[config.mk]
export PLATFORM = sky130hd
export DESIGN_NAME = keygen_ctrl_flat
export DESIGN_NICKNAME = d
export VERILOG_FILES = /design/src/rtl/keygen_pkg.sv /design/src/rtl/keygen_if.sv /design/src/rtl/gcd_core.sv /design/src/rtl/keygen_ctrl.sv /design/src/flat_wrapper.sv
export SDC_FILE = /design/constraint.sdc
export NUM_CORES = 2
export LEC_CHECK = 0
export ABC_AREA = 0
export BUFFER_PORTS_ARGS = -buffer_cell sky130_fd_sc_hd__buf_2
export CORE_ASPECT_RATIO = 0.8
export CORE_MARGIN = 2
export CORE_UTILIZATION = 55
export CTS_CLUSTER_DIAMETER = 50
export CTS_CLUSTER_SIZE = 30
export DETAILED_ROUTE_END_ITERATION = 10
export GPL_ROUTABILITY_DRIVEN = 0
export PLACE_DENSITY = 0.75
export SYNTH_ARGS = -nofsm -noshare
export SYNTH_HDL_FRONTEND = slang
export SYNTH_SLANG_ARGS = --single-unit
[constraint.sdc]
create_clock -name clk -period 71.8 [get_ports clk]
set_clock_uncertainty 0.1 [all_clocks]
set_input_delay 14.36 -clock clk [delete_from_list [all_inputs] [get_ports clk]]
set_output_delay 14.36 -clock clk [all_outputs]
set_load 0.005 [all_outputs]
[src/rtl/keygen_pkg.sv]
// keygen_pkg: shared types and constants for the key-exponent generator.
// Holds the controller state enum, the Galois LFSR tap mask and the default seed.
package keygen_pkg;

    typedef enum logic [2:0] {
        IDLE      = 3'd0,
        DRAW      = 3'd1,
        RANGE     = 3'd2,
        GCD_START = 3'd3,
        GCD_WAIT  = 3'd4,
        CHECK     = 3'd5,
        DONE      = 3'd6,
        FAIL      = 3'd7
    } state_t;

    // x^32 + x^22 + x^2 + x + 1 as a right-shifting Galois tap mask
    localparam logic [31:0] LFSR_POLY         = 32'h8020_0003;
    localparam logic [31:0] DEFAULT_LFSR_SEED = 32'hACE1_0001;

endpackage

[src/rtl/keygen_if.sv]
// keygen_if: request/response bundle between a host and keygen_ctrl.
// The host drives through the master modport; the controller uses the slave modport.
interface keygen_if #(
    parameter int WIDTH = 32
);
    logic             start;
    logic [WIDTH-1:0] phi_in;
    logic             seed_ld;
    logic [WIDTH-1:0] seed_in;
    logic             busy;
    logic             done;
    logic             fail;
    logic [WIDTH-1:0] public_key;
    logic [WIDTH-1:0] gcd_out;

    modport master (
        output start, phi_in, seed_ld, seed_in,
        input  busy, done, fail, public_key, gcd_out
    );

    modport slave (
        input  start, phi_in, seed_ld, seed_in,
        output busy, done, fail, public_key, gcd_out
    );
endinterface

[src/rtl/gcd_core.sv]
// gcd_core: iterative Euclid engine, one remainder step per clock.
// A start pulse loads (a, b); done pulses for one cycle with result once b reaches 0.
module gcd_core #(
    parameter int WIDTH = 32
) (
    input  logic             clk,
    input  logic             rst,
    input  logic             start,
    input  logic [WIDTH-1:0] a,
    input  logic [WIDTH-1:0] b,
    output logic             done,
    output logic [WIDTH-1:0] result
);

    logic [WIDTH-1:0] ra;
    logic [WIDTH-1:0] rb;
    logic             running;

    // Load operands on start, then step (a, b) -> (b, a mod b) until b is zero
    always_ff @(posedge clk) begin
        if (rst) begin
            ra      <= '0;
            rb      <= '0;
            running <= 1'b0;
            done    <= 1'b0;
            result  <= '0;
        end else begin
            done <= 1'b0;
            if (start) begin
                ra      <= a;
                rb      <= b;
                running <= 1'b1;
            end else if (running) begin
                if (rb == '0) begin
                    running <= 1'b0;
                    done    <= 1'b1;
                    result  <= ra;
                end else begin
                    ra <= rb;
                    rb <= ra % rb;
                end
            end
        end
    end

endmodule

[src/rtl/keygen_ctrl.sv]
// keygen_ctrl: draws LFSR candidates until one is coprime to phi, or gives up
// after MAX_TRIES draws.
// Optional: define KEYGEN_TRIES_OUT_EN to expose the live draw count on port tries.
//
// state     | meaning
// IDLE      | waiting for start
// DRAW      | take LFSR value as candidate, advance LFSR, count the try
// RANGE     | require 1 < cand < phi
// GCD_START | kick gcd_core with (cand, phi)
// GCD_WAIT  | wait for gcd_core done
// CHECK     | register gcd; accept if 1, otherwise retry or give up
// DONE      | public_key valid, waiting for next start
// FAIL      | no usable candidate, waiting for next start
module keygen_ctrl
    import keygen_pkg::*;
#(
    parameter int               WIDTH     = 32,
    parameter int               MAX_TRIES = 16,
    parameter logic [WIDTH-1:0] LFSR_SEED = WIDTH'(DEFAULT_LFSR_SEED)
) (
    input  logic       clk,
    input  logic       rst,
    keygen_if.slave    bus
`ifdef KEYGEN_TRIES_OUT_EN
    ,
    output logic [7:0] tries
`endif
);

    localparam logic [WIDTH-1:0] POLY      = WIDTH'(LFSR_POLY);
    localparam logic [7:0]       TRIES_MAX = 8'(MAX_TRIES);

    state_t           state;
    state_t           state_nxt;
    logic [WIDTH-1:0] lfsr;
    logic [WIDTH-1:0] phi;
    logic [WIDTH-1:0] cand;
    logic [WIDTH-1:0] public_key_q;
    logic [WIDTH-1:0] gcd_out_q;
    logic [7:0]       tries_q;

    logic             gcd_start;
    logic             gcd_done;
    logic [WIDTH-1:0] gcd_result;

    logic             ready;
    logic             accept;
    logic             phi_small;
    logic             in_range;
    logic             more_tries;
    logic             coprime;

    function automatic logic [WIDTH-1:0] lfsr_step(input logic [WIDTH-1:0] v);
        return v[0] ? ((v >> 1) ^ POLY) : (v >> 1);
    endfunction

    assign ready      = (state == IDLE) || (state == DONE) || (state == FAIL);
    assign accept     = ready && bus.start;
    assign phi_small  = phi < WIDTH'(3);
    assign in_range   = (cand > WIDTH'(1)) && (cand < phi);
    assign more_tries = tries_q < TRIES_MAX;
    assign coprime    = gcd_result == WIDTH'(1);

    // State register
    always_ff @(posedge clk) begin
        if (rst) state <= IDLE;
        else     state <= state_nxt;
    end

    // Next-state decode and the gcd_core kick
    always_comb begin
        state_nxt = state;
        gcd_start = 1'b0;
        case (state)
            IDLE, DONE, FAIL: if (bus.start) state_nxt = DRAW;
            DRAW:             state_nxt = phi_small ? FAIL : RANGE;
            RANGE: begin
                if (in_range)        state_nxt = GCD_START;
                else if (more_tries) state_nxt = DRAW;
                else                 state_nxt = FAIL;
            end
            GCD_START: begin
                gcd_start = 1'b1;
                state_nxt = GCD_WAIT;
            end
            GCD_WAIT:         if (gcd_done) state_nxt = CHECK;
            CHECK: begin
                if (coprime)         state_nxt = DONE;
                else if (more_tries) state_nxt = DRAW;
                else                 state_nxt = FAIL;
            end
            default:          state_nxt = IDLE;
        endcase
    end

    // Datapath: seed load, request latch, candidate draw and result capture.
    // A seed load in the accepting cycle lands before DRAW reads the LFSR.
    always_ff @(posedge clk) begin
        if (rst) begin
            lfsr         <= LFSR_SEED;
            phi          <= '0;
            cand         <= '0;
            tries_q      <= '0;
            public_key_q <= '0;
            gcd_out_q    <= '0;
        end else begin
            if (ready && bus.seed_ld)
                lfsr <= (bus.seed_in == '0) ? LFSR_SEED : bus.seed_in;
            if (accept) begin
                phi     <= bus.phi_in;
                tries_q <= '0;
            end
            if (state == DRAW && !phi_small) begin
                cand    <= lfsr;
                lfsr    <= lfsr_step(lfsr);
                tries_q <= tries_q + 8'd1;
            end
            if (state == CHECK) begin
                gcd_out_q <= gcd_result;
                if (coprime) public_key_q <= cand;
            end
        end
    end

    gcd_core #(.WIDTH(WIDTH)) u_gcd (
        .clk    (clk),
        .rst    (rst),
        .start  (gcd_start),
        .a      (cand),
        .b      (phi),
        .done   (gcd_done),
        .result (gcd_result)
    );

    assign bus.busy       = !ready;
    assign bus.done       = (state == DONE);
    assign bus.fail       = (state == FAIL);
    assign bus.public_key = public_key_q;
    assign bus.gcd_out    = gcd_out_q;

`ifdef KEYGEN_TRIES_OUT_EN
    assign tries = tries_q;
`endif

endmodule
[src/flat_wrapper.sv]
// flat-port wrapper written by rule: the top's interface ports become plain ports
module keygen_ctrl_flat import keygen_pkg::*;
#(
    parameter int               WIDTH     = 32,
    parameter int               MAX_TRIES = 16,
    parameter logic [WIDTH-1:0] LFSR_SEED = WIDTH'(DEFAULT_LFSR_SEED)
)
  (clk, rst, bus_start, bus_phi_in, bus_seed_ld, bus_seed_in, bus_busy, bus_done, bus_fail, bus_public_key, bus_gcd_out);
  keygen_if #(.WIDTH(WIDTH)) bus_i ();
  input  logic clk;
  input  logic rst;
  input wire logic [$bits(bus_i.start)-1:0] bus_start;
  input wire logic [$bits(bus_i.phi_in)-1:0] bus_phi_in;
  input wire logic [$bits(bus_i.seed_ld)-1:0] bus_seed_ld;
  input wire logic [$bits(bus_i.seed_in)-1:0] bus_seed_in;
  output wire logic [$bits(bus_i.busy)-1:0] bus_busy;
  output wire logic [$bits(bus_i.done)-1:0] bus_done;
  output wire logic [$bits(bus_i.fail)-1:0] bus_fail;
  output wire logic [$bits(bus_i.public_key)-1:0] bus_public_key;
  output wire logic [$bits(bus_i.gcd_out)-1:0] bus_gcd_out;
  assign bus_i.start = bus_start;
  assign bus_i.phi_in = bus_phi_in;
  assign bus_i.seed_ld = bus_seed_ld;
  assign bus_i.seed_in = bus_seed_in;
  assign bus_busy = bus_i.busy;
  assign bus_done = bus_i.done;
  assign bus_fail = bus_i.fail;
  assign bus_public_key = bus_i.public_key;
  assign bus_gcd_out = bus_i.gcd_out;
  keygen_ctrl #(.WIDTH(WIDTH), .MAX_TRIES(MAX_TRIES), .LFSR_SEED(LFSR_SEED)) u_core (.clk(clk), .rst(rst), .bus(bus_i));
endmodule
# ---- Word level (Yosys, flattened, before mapping)
# Cells that the tools add are included.
dict set report op_classes {
  bitwise 3
  n_addsub 1
  eq_ne 11
  n_mux 24
  n_lt_le_gt_ge 4
  multipliers 0
  reduce_logical 20
  n_div 1
  shift 0
}
# operator n
set op_table {}
lappend op_table {{$mux W32} 10}
lappend op_table {{$logic_not A32 Y1} 2}
lappend op_table {{$eq A32 B1 Y1 const B} 1}
lappend op_table {{$gt A32 B1 Y1 const B} 1}
lappend op_table {{$lt A32 B2 Y1 const B} 1}
lappend op_table {{$lt A32 B32 Y1} 1}
lappend op_table {{$mod A32 B32 Y32} 1}
lappend op_table {{$mux W3} 6}
lappend op_table {{$pmux W3 S6} 1}
lappend op_table {{$mux W8} 2}
lappend op_table {{$eq A3 B3 Y1 const B} 4}
lappend op_table {{$add A8 B1 Y8 const B} 1}
lappend op_table {{$lt A8 B5 Y1 const B} 1}
lappend op_table {{$eq A3 B2 Y1 const B} 2}
lappend op_table {{$reduce_and A2 Y1} 3}
lappend op_table {{$reduce_bool A2 Y1} 3}
lappend op_table {{$reduce_or A3 Y1} 2}
lappend op_table {{$mux W1} 5}
lappend op_table {{$logic_and A1 B1 Y1} 4}
lappend op_table {{$ne A2 B2 Y1 const B} 2}
lappend op_table {{$not A3 Y4} 1}
lappend op_table {{$eq A3 B1 Y1 const B} 1}
lappend op_table {{$logic_not A3 Y1} 1}
lappend op_table {{$reduce_and A3 Y1} 1}
lappend op_table {{other kinds (4)} 7}
dict set report word_totals {
  mem_bits_rw 0
  latchBits 0
  rom_bits 0
  reg_bits 269
  inputBits 68
  mem_count 0
}

# ---- Logic depth before layout (Yosys ltp)
dict set report logic_depth {
  ltp_word 6
  ltp_mapped 349
}

# ---- Hierarchy
# From an unflattened synthesis, not the netlist that was laid out.
dict set report unflattened {
  cells_unflattened 6030
  area_unflattened_um2 41577.4
}
# mod area_per_inst_um2 cells_per_inst n_inst seq_area_each_um2
set modules_own_cells {}
lappend modules_own_cells {gcd_core 34065.2 5056 1 1961.9}
lappend modules_own_cells {keygen_ctrl 7512.2 974 1 3423.3}

# ---- Least setup slack after synthesis
# Ideal clock, no wire load.
dict set report synth_timing {
  path_type {register to register}
  startpoint {register u_core.u_gcd.rb[31]}
  endpoint {register u_core.u_gcd.rb[5]}
  slack_ns 3.742
  setup_ns 0.137
  path_buffers 55
  required_ns 71.563
  arrival_ns 67.820
  stages_incl_launch_ff 315
  cell_sequence {dfxtp_1 nor4_4 and3_1 buf_4 buf_2 and3_1 a21oi_1 a21oi_1 ha_1 o21a_1 o211ai_1 nor2_1 mux2_2 ha_1 o211ai_1 and2_1 nor3_1 mux2_2 (+279 left out) o21ai_0 inv_1 fa_1 nand2b_1 a21boi_0 o21ai_0 a21oi_1 a41oi_1 a2111oi_0 o31a_1 nand2_1 a31oi_1 o22a_1 clkbuf_1 buf_1 nor2_1 a31oi_1 o221ai_1}
}
dict set report synth_via {
  elab_chain_len 4
  word_cells_on_any_way 7
  cone_classes {1 x div; 1 x eq/ne; 3 x mux; 2 x reduce/logical}
}
# item line_no
set synth_lines {}
lappend synth_lines {{start, declared} gcd_core.sv:16} ;# logic [WIDTH-1:0] rb;
lappend synth_lines {{start signal, assigned} gcd_core.sv:40} ;# rb <= ra % rb;
lappend synth_lines {{$mod A32 B32 Y32} gcd_core.sv:40}
lappend synth_lines {{$mux W32} gcd_core.sv:34} ;# if (rb == '0) begin
lappend synth_lines {{$mux W32} gcd_core.sv:33} ;# end else if (running) begin
lappend synth_lines {{$mux W32} gcd_core.sv:29} ;# if (start) begin
# Several ways; a longest one is shown, not always the timed one. The select of a mux whose other input is x is not followed.
# A chain may end at the register's enable or synchronous reset.

# ---- Final worst setup path
dict set report layout_timing {
  startpoint {register u_core.u_gcd.rb[11]}
  endpoint {register u_core.u_gcd.rb[11]}
}
# The elaborated chain is that of the path after synthesis.

==> flow_summary.json <==
{
  "cp.arrival_ns": 69.90,
  "antenna_found_initial": 5,
  "synth_edf_count": 0,
  "worstMarginPinSlew_ns": 1.29,
  "postRouteAntennaNets": 0,
  "port_buffers": 134,
  "ys_seq_elements": 269,
  "holdWs_ns": 0.360,
  "fill_cells": 6913,
  "grt.total_usage_pct": 41.2,
  "critPathSlowestCell": "a2111oi_1",
  "initial_utilization_pct": 55.6,
  "synth_cell_types": 110,
  "reg2reg_from": "u_core.u_gcd.rb[11]",
  "holdCritStartpoint": "u_core.bus.public_key[25]",
  "pin_count": 135,
  "dr.pass1.iters": 10,
  "dpl.hpwl_mm": 131,
  "clkLatencyLatePin_ns": 0.56,
  "cts.sinks": 269,
  "reg2regPathDepth": 296,
  "die_y_um": 251,
  "clk_path_buf_depth": 3,
  "drt-total-wl_mm": 173,
  "syn_inst": 6001,
  "start_kind": "flop",
  "areaGrowthSynthToFinish_pct": 9.88,
  "clk_pin_slew_ns": 0.11,
  "cts_buffers": 19,
  "yosys_warnings": 0,
  "grt_pass1_vias": 43900,
  "h-tree-depth": 1,
  "r2r_slack_ns": 2.13,
  "relSlewSlack_pct": 13.7,
  "grt_pass1_wl_mm": 257,
  "die_x_um": 313,
  "fmax_mhz": 14.4,
  "syn_nets": 6631,
  "worst_path_most_repeated_cell": "ha_1",
  "final_cell_mix": "nand2_1, a21oi_1, nor2_1, ha_1, dfxtp_1",
  "min_path_type": "flop to flop",
  "outcome": "finished, final reports clean",
  "grt_max_degree": 116,
  "tns_ns": 0,
  "viasPerCell": 6.94,
  "synthArstFlopShare_pct": 0,
  "final-setup-viol-count": 0,
  "ctsHoldBuffers": 0,
  "dp_cells": 7038,
  "cts-root-buf": "clkbuf_16",
  "timing.final.crit_share_pct": 97.0,
  "hold_violations": 0,
  "max_cap_viol_count": 0,
  "cts_tree": "yes",
  "netlist_area_sq_um": 41900,
  "required_ns": 72.03,
  "whs_path_depth": 2,
  "nets": 6727,
  "r2r-end": "u_core.u_gcd.rb[11]",
  "placed_area_sq_um": 44100,
  "die-area_sq_um": 78500,
  "path_class": "flop to flop",
  "min_to": "u_core.bus.public_key[25]",
  "ys_seq_area_share_pct": 12.8,
  "ys.flop_type": "dfxtp_1",
  "avgSynthCellArea_sq_um": 6.99,
  "coreArea_sq_um": 75400,
  "avgRoutedWirePerCell_um": 24.3,
  "fin_cells": 7125,
  "finalInstanceArea_sq_um": 46100,
  "cp_slowest_stage_delay_ns": 0.68,
  "mostFrequentLayoutCell": "nand2_1",
  "path_max_fanout": 35,
  "route.detailed.drc": 0,
  "drv_slew": 0,
  "gr-total-overflow": 0,
  "drive_gt1_share_pct": 11.5,
  "critPathCaptureType": "flop",
  "route.vias.total": 49400,
  "min_period_ns": 69.67,
  "drtIter0Drc": 7626,
  "num_rows": 90
}
==> registers in the layout (all words and copies together), names as in the netlist <==
| signal | count |
|---|---|
| u_core.u_gcd.ra | 32 |
| u_core.lfsr | 32 |
| u_core.state | 3 |
| u_core.tries_q | 8 |
| u_core.u_gcd.done | 1 |
| u_core.bus.public_key | 32 |
| u_core.bus.gcd_out | 32 |
| u_core.phi | 32 |
| u_core.u_gcd.running | 1 |
| u_core.cand | 32 |
| u_core.u_gcd.result | 32 |
| u_core.u_gcd.rb | 32 |
==> through the flow <==
step | setup slack [ns] | util, %
final | 2.13 | 61.1
after global routing | -0.440 | 61.0
after CTS | 0.0636 | 59.7
after detailed placement | -3.19 | 58.5
after global placement | -1.52 | 58.5
after floorplan | 3.74 | -
==> critical path: cells and delay by family, from the launching register on <==
kind | cells | cell delay, ns
and+or+nand+nor | 74 | 14.03
buffers and inverters | 30 | 5.48
muxes | 9 | 3.08
AOI/OAI and AO/OA | 152 | 35.97
adders and majority gates | 31 | 10.14
DFF | 1 | 0.45
==> cells by family after synthesis <==
family	count (synthesis)	synth area share (%)
AND/OR/NAND/NOR	2239	24.4
AO/OA/AOI/OAI	1986	31.3
adder cells (fa/ha/maj)	562	16.8
buffers and inverters	480	4.43
XOR/XNOR	366	7.65
flip-flops	269	12.8
multiplexers	99	2.55
==> layout make-up <==
| cell class | count | area (sq um) | area share [%] |
|---|---|---|---|
| diodes | 4 | 10.0 | 0.0217 |
| clock buffers | 20 | 479 | 1.04 |
| clock inverters | 13 | 254 | 0.551 |
| inverters | 227 | 852 | 1.85 |
| multi-input cells | 5254 | 35600 | 77.3 |
| flip-flops and latches | 269 | 5390 | 11.7 |
| well taps | 1012 | 1270 | 2.75 |
| repair buffers | 326 | 2220 | 4.82 |
==> per-layer routing <==
layer  part of all wire, %  wire [um]  vias up  GRT usage [%]
li1                      -          -    22300              -
met1                    39      67400    22700           56.3
met2                    38      66000     3691           56.9
met3                    17      29700      792           15.7
met4                   5.6       9760        8           17.6
met5                 0.028         49        -              0
==> synth_stat cells, types with 49 or more instances <==
cell	n	share of area, %
a211oi_1	79	1.4
a21oi_1	645	7.7
xnor2_1	194	4.1
o211ai_1	66	1.2
or3_1	54	0.81
nand4_1	53	0.79
dfxtp_1	269	13
nor2_1	620	5.6
clkbuf_1	204	1.8
mux2_2	60	1.6
a31oi_1	81	1.2
ha_1	561	17
nor3_1	151	1.8
nor4_1	59	0.88
and3_1	49	0.73
o21a_1	153	2.7
nand2_1	849	7.6
nand3_1	141	1.7
xor2_1	172	3.6
inv_1	227	2.0
a21o_1	181	3.2
o21ai_0	267	3.2
==> what timing repair did <==
action / in CTS / in global routing
buffers inserted: 5 / 43
hold endpoints to repair: 0 / 0
gates resized for setup: 39 / 165
gates cloned: 0 / 2
pin swaps: 2 / 31
setup endpoints to repair: 32 / 32
==> how the worst max path moves through the flow <==
stage | slack [ns] | cells after the start | start | end
2_1_floorplan | 3.74 | 314 | u_core.u_gcd.rb[31] | u_core.u_gcd.rb[5]
3_3_place_gp | -1.52 | 280 | u_core.u_gcd.rb[31] | u_core.u_gcd.rb[29]
3_5_place_dp | -3.19 | 275 | u_core.u_gcd.rb[31] | u_core.u_gcd.rb[25]
4_1_cts | 0.06 | 289 | u_core.u_gcd.rb[11] | u_core.u_gcd.rb[29]
5_1_grt | -0.44 | 292 | u_core.u_gcd.rb[20] | u_core.u_gcd.rb[11]
6_report | 2.13 | 296 | u_core.u_gcd.rb[11] | u_core.u_gcd.rb[11]
Power is not shown: default switching activity piles up to over one toggle a cycle in this logic, so the estimate is an artifact.
